===== config.mk =====
export PLATFORM = sky130hd
export DESIGN_NAME = checksum_stream
export DESIGN_NICKNAME = d
export VERILOG_FILES = /design/src/rtl/checksum_pkg.sv /design/src/rtl/checksum_beat_sum.sv /design/src/rtl/checksum_stream.sv
export SDC_FILE = /design/constraint.sdc
export NUM_CORES = 1
export LEC_CHECK = 0
export ABC_CLOCK_PERIOD_IN_PS = 6700
export BUFFER_PORTS_ARGS = -buffer_cell sky130_fd_sc_hd__buf_2
export CORE_ASPECT_RATIO = 0.5
export CORE_UTILIZATION = 44
export CTS_CLUSTER_DIAMETER = 60
export DETAILED_ROUTE_END_ITERATION = 10
export PLACE_DENSITY = 0.63
export SLEW_MARGIN = 15
export SYNTH_ARGS = -nofsm -noshare
export SYNTH_HDL_FRONTEND = slang
export SYNTH_HIERARCHICAL = 1
export SYNTH_SLANG_ARGS = --single-unit

===== constraint.sdc =====
create_clock -name clk -period 6.7 [get_ports clk]
set_clock_uncertainty 0.05 [all_clocks]
set_input_delay 0.335 -clock clk [delete_from_list [all_inputs] [get_ports clk]]
set_output_delay 0.335 -clock clk [all_outputs]
set_load 0.02 [all_outputs]

===== src/rtl/checksum_pkg.sv =====
// Shared types and ones-complement helpers for the streaming Internet
// checksum engine.
//   csum_t        : 16-bit ones-complement partial sum
//   CSUM_ALL_ONES : sum value of a frame that verifies
//   oc_add16      : 16-bit add with end-around carry
//   bswap16       : swap the two bytes of a 16-bit word
package checksum_pkg;

    typedef logic [15:0] csum_t;

    localparam csum_t CSUM_ALL_ONES = 16'hFFFF;

    // The end-around carry cannot overflow again: the largest low half after
    // a carry-out is 0xFFFE.
    function automatic csum_t oc_add16(input csum_t a, input csum_t b);
        logic [16:0] s;
        s = {1'b0, a} + {1'b0, b};
        return s[15:0] + {15'd0, s[16]};
    endfunction

    function automatic csum_t bswap16(input csum_t v);
        return {v[7:0], v[15:8]};
    endfunction

endpackage


===== src/rtl/checksum_beat_sum.sv =====
// Combinational ones-complement sum of one beat.
// Bytes beyond cnt are masked to zero, the beat is summed as big-endian
// 16-bit words aligned at the MSB byte, and the result is folded to 16 bits.
// A trailing odd byte lands in the high half of its word.
//   data : DATA_BYTES bytes, MSB byte first on the wire
//   cnt  : valid byte count, already clamped to DATA_BYTES
//   sum  : folded 16-bit sum of the valid bytes
module checksum_beat_sum
    import checksum_pkg::*;
#(
    parameter int DATA_BYTES = 4,
    parameter int CNT_W      = $clog2(DATA_BYTES + 1)
) (
    input  logic [8*DATA_BYTES-1:0] data,
    input  logic [CNT_W-1:0]        cnt,
    output csum_t                   sum
);

    // Eight words of 0xFFFF at most (16 bytes) fit comfortably in 24 bits.
    logic [23:0] raw;
    logic [16:0] fold1;

    always_comb begin
        logic [7:0] b;
        raw = '0;
        for (int i = 0; i < DATA_BYTES; i++) begin
            b = data[8*(DATA_BYTES-1-i) +: 8];
            if (i < 32'(cnt)) begin
                if ((i % 2) == 0) begin
                    raw = raw + {8'd0, b, 8'd0};
                end else begin
                    raw = raw + {16'd0, b};
                end
            end
        end
        // Two folds: the first may carry once more into bit 16, the second
        // cannot.
        fold1 = {1'b0, raw[15:0]} + {9'd0, raw[23:16]};
        sum   = fold1[15:0] + {15'd0, fold1[16]};
    end

endmodule


===== src/rtl/checksum_stream.sv =====
// Streaming RFC 1071 ones-complement checksum engine.
// Two register stages: stage 1 sums and byte-aligns one beat, stage 2
// accumulates into the frame sum and registers the framed result.
//   clk       : clock
//   clr       : synchronous active-high reset, aborts any open frame
//   seed      : initial partial sum, sampled on the first beat of a frame
//   data_en   : beat valid (no backpressure)
//   data_in   : beat bytes, MSB byte first on the wire
//   data_cnt  : valid bytes in the beat, packed from the MSB (0 = empty)
//   data_last : last beat of the frame
//   sum_valid : one-cycle result pulse
//   checksum  : complemented frame sum (0x0000 -> 0xFFFF when ZERO_AS_FFFF)
//   check_ok  : frame sum equals 0xFFFF
//   phase     : byte parity of the bytes accepted so far in the frame
//   in_frame  : first beat seen, last beat not yet accepted
module checksum_stream
    import checksum_pkg::*;
#(
    parameter int  DATA_BYTES   = 4,
    parameter bit  ZERO_AS_FFFF = 1'b0,
    localparam int CNT_W        = $clog2(DATA_BYTES + 1)
) (
    input  logic                    clk,
    input  logic                    clr,
    input  csum_t                   seed,
    input  logic                    data_en,
    input  logic [8*DATA_BYTES-1:0] data_in,
    input  logic [CNT_W-1:0]        data_cnt,
    input  logic                    data_last,
    output logic                    sum_valid,
    output csum_t                   checksum,
    output logic                    check_ok,
    output logic                    phase,
    output logic                    in_frame
);

    logic [CNT_W-1:0] cnt_c;
    csum_t            beat_fold;

    logic  s1_valid;
    logic  s1_first;
    logic  s1_last;
    csum_t s1_sum;
    csum_t s1_seed;

    csum_t acc;
    csum_t acc_next;
    csum_t csum_final;

    assign cnt_c = (data_cnt > CNT_W'(DATA_BYTES)) ? CNT_W'(DATA_BYTES) : data_cnt;

    checksum_beat_sum #(
        .DATA_BYTES (DATA_BYTES),
        .CNT_W      (CNT_W)
    ) u_beat_sum (
        .data (data_in),
        .cnt  (cnt_c),
        .sum  (beat_fold)
    );

    // Stage 1: a beat starting on an odd byte offset has its words straddling
    // the frame's word boundaries, so its folded sum is byte-swapped.
    always_ff @(posedge clk) begin
        if (clr) begin
            s1_valid <= 1'b0;
            s1_first <= 1'b0;
            s1_last  <= 1'b0;
            s1_sum   <= '0;
            s1_seed  <= '0;
            phase    <= 1'b0;
            in_frame <= 1'b0;
        end else begin
            s1_valid <= data_en;
            if (data_en) begin
                s1_first <= ~in_frame;
                s1_last  <= data_last;
                s1_sum   <= phase ? bswap16(beat_fold) : beat_fold;
                if (!in_frame) begin
                    s1_seed <= seed;
                end
                phase    <= data_last ? 1'b0 : (phase ^ cnt_c[0]);
                in_frame <= ~data_last;
            end
        end
    end

    // Stage 2: a first beat restarts from its own captured seed, so a new
    // frame directly behind a closing one never sees the old accumulator.
    always_comb begin
        acc_next   = oc_add16(s1_first ? s1_seed : acc, s1_sum);
        csum_final = ~acc_next;
        if (ZERO_AS_FFFF && (csum_final == 16'h0000)) begin
            csum_final = CSUM_ALL_ONES;
        end
    end

    always_ff @(posedge clk) begin
        if (clr) begin
            acc       <= '0;
            sum_valid <= 1'b0;
            checksum  <= CSUM_ALL_ONES;
            check_ok  <= 1'b0;
        end else begin
            sum_valid <= s1_valid & s1_last;
            if (s1_valid) begin
                acc <= acc_next;
            end
            if (s1_valid && s1_last) begin
                checksum <= csum_final;
                check_ok <= (acc_next == CSUM_ALL_ONES);
            end
        end
    end

endmodule


==> reports/results.txt <==
Final GP Congestion: 0.932
CTS tree: built
Count of final setup violators: 0
Peak Freq: 158 MHz
Reg2Reg Depth: 18
Pint: 0.912 mW
Post-Syn Nets: 855
Share of the synthesized area in the top cell type: 0.230
Flop pwr share: 0.341
Clk buf depth: 2
Post-Route WL: 14900 µm
Max cap viols: 0
Post-synth EDFFs: 0
Initial DRC count: 307
Leading area contributor after synthesis: dfxtp_1
Die Span Y: 85.7 µm
R2R Setup Slk: 1.25 ns
IO Pins: 75
Die area: 14500 µm²
Cell mode on critical path: nand2_1
Type of the tightest min-delay check: primary input to flop
Worst reg2reg startpoint: s1_first
Max-slew violation count: 0
Vias in the first global route: 5085
Clock share of power: 0.316
Most common cell in the netlist: nor2_1
WP data required: 6.90 ns
Most common flop cell mapped by yosys: dfxtp_1
Final hold vios: 0
Min Tclk post-route: 6.34 ns
Drt pass-1 iters: 7
Post-Syn Area per Cell: 8.11 µm²
Status: finished, final reports clean
H-tree levels: 3
Fill cells: 1340
Leak: 2.82 nW
Reg clk slew, reported paths: 0.06 ns
Startpoint Class: primary input
Crit-path max FO: 4
GRT Util Overall: 0.207
Ys Warns: 6
Final Cycle Share: 0.946
Distinct cell type count after synthesis: 83
Sequential area share after synthesis: 0.230
Post-synth ARST share: 0
Setup slack after layout: 0.365 ns
Switch Pwr: 0.485 mW
Row cnt: 30
Max stage delay cell, worst path: or4_1
Beginning of the critical path: data_cnt[1]
Remaining antenna violation count: 0
Nets: 930
Post-synth top cells: nor2_1, dfxtp_1, nand2_1
Hold_ws: 0.188 ns
Root Buffer: clkbuf_16
Layout cells sized above 1: 0.238
Reg area: 1420 µm²
Clock tree sinks: 71
CTS buffer count: 9
Logic gate share of total power: 0.344
PD cells: 193 nW/µm²
WS Path Type: primary input to flop
Starting Density: 0.453
First-pass GRT wire length: 24400 µm
Diode count: 0
Die Wd: 169 µm
Area of the multi-input gates: 4650 µm²
Post-DR wirelength/cell: 14.4 µm
End of the critical path: s1_sum[4]
Skew-Pair Late Insertion Delay: 0.33 ns
Seq cells post-synth: 71
R2R Path End: check_ok
Gr ovfl total: 0
Number of remaining DRC errors: 0
Arr. time, crit path: 6.53 ns
Port buffer count: 74
Total core area: 13600 µm²
DR vias/cell: 5.43
Post-placement setup slack: -0.195 ns
Switching portion of total power: 0.347
Gate Count Post-Synth: 761
Worst rel slew slack: 0.228
Synthesis-to-layout area growth: 17.6%
Slew @ Worst Pin: 1.16 ns
DR vias: 5610
Synth area leaders: dfxtp_1, ha_1, xnor2_1, nor2_1, a211oi_1
Dpl hpwl: 11500 µm
Post-CTS Hold Buffers: 0
Largest net degree at the start of global routing: 72
Critical path endpoint category: flop
Critical path's largest stage delay: 0.50 ns
Max VDD drop: 0.126 mV
Initial antenna violation count: 0
Mapped cell area: 6170 µm²
==> layer usage <==
| metal | vias up | GRT usage | part of all wire |
|---|---|---|---|
| met5 | - | 0 | 0 |
| met4 | 0 | 0.0590 | 0.010 |
| met3 | 17 | 0.0272 | 0.042 |
| met2 | 121 | 0.329 | 0.42 |
| met1 | 2552 | 0.294 | 0.52 |
| li1 | 2920 | - | - |
==> how the worst min path moves through the flow <==
stage | start | end | slack, ns | cells after the start
2_1_floorplan | s1_seed[0] | s1_seed[0] | 0.38 | 2
3_3_place_gp | checksum[7] | checksum[7] | 0.39 | 1
3_5_place_dp | checksum[9] | checksum[9] | 0.39 | 1
4_1_cts | seed[2] | s1_seed[2] | 0.18 | 3
5_1_grt | seed[13] | s1_seed[13] | 0.19 | 3
6_report | seed[2] | s1_seed[2] | 0.19 | 3
==> layout by cell type, fill, tap and decap left out, types with 5 or more instances in the layout <==
cell type / instances
mux2_2: 20
mux2i_1: 26
nor2_1: 80
o21a_1: 5
o21ai_0: 17
a21oi_1: 50
nand4_1: 9
buf_2: 74
ha_1: 31
o211ai_1: 5
o21ai_1: 6
xnor2_1: 35
clkbuf_16: 9
a211o_1: 17
buf_4: 29
nand2b_1: 8
and2_1: 9
a21o_1: 9
a21oi_2: 5
a211oi_1: 34
nor3_1: 10
a31oi_1: 6
dfxtp_1: 71
nand3_1: 16
nor3b_1: 8
xor2_1: 22
a211oi_2: 5
nand2_1: 71
nor2b_1: 18
inv_1: 20
and3_1: 10
==> stage by stage <==
stage | area [µm²] | instances | total power [mW] | utilization | setup TNS, ns
6_report | 7250 | 1033 | 1.40 | 0.532 | 0
5_1_grt | 7250 | 1033 | 1.48 | 0.532 | -0.320
4_1_cts | 7120 | 1032 | 1.39 | 0.523 | 0
3_5_place_dp | 6850 | 1016 | 0.947 | 0.502 | -1.77
3_3_place_gp | 6850 | 1016 | 0.941 | 0.502 | -0.000298
2_1_floorplan | 6190 | 761 | 0.830 | - | 0
==> power by group through the flow <==
stage                     combinational (mW)  sequential [mW]  clock, mW
after detailed placement               0.463            0.484          0
after global placement                 0.457            0.484          0
after global routing                   0.534            0.479      0.466
after CTS                              0.466            0.475      0.451
after floorplan                        0.357            0.473          0
final                                  0.480            0.476      0.441
==> logic make-up (layout without fill, tap and decap cells) <==
group / count (synthesis) / count (layout) / synth area share
AOI/OAI and AO/OA: 196 / 196 / 0.230
muxes: 47 / 47 / 0.0809
and+or+nand+nor: 287 / 287 / 0.245
buffers and inverters: 59 / 139 / 0.0393
DFF: 71 / 71 / 0.230
xor gates and xnor gates: 61 / 61 / 0.0896
adders and majority gates: 40 / 40 / 0.0856
==> critical path, delay by kind of cell <==
family / cells / cell delay, ns
simple gates: 15 / 2.96
buf+inv: 2 / 0.14
xor+xnor: 3 / 0.37
mux: 1 / 0.10
fa+ha+maj: 5 / 1.32
compound gates: 7 / 1.31
==> sequential cells by signal, summed over array words and instances, names as in the netlist <==
name,flops
s1_sum,16
acc,16
s1_first,1
check_ok,1
s1_valid,1
s1_seed,16
s1_last,1
phase,1
checksum,16
in_frame,1
sum_valid,1
==> cell type report <==
class                   instances  area share
multi-input cells             631       0.642
repair buffers                103      0.0811
inverters                      20      0.0103
well taps                     192      0.0331
clock buffers                  11      0.0335
clock inverters                 5     0.00448
flip-flops and latches         71       0.196
==> repair_timing <==
| action | CTS | global route |
|---|---|---|
| buffers inserted | 0 | 1 |
| gates resized for setup | 0 | 24 |
| hold endpoints to repair | 0 | 0 |
| setup endpoints to repair | 0 | 16 |
Note: power is estimated with default switching activity, not from simulation.
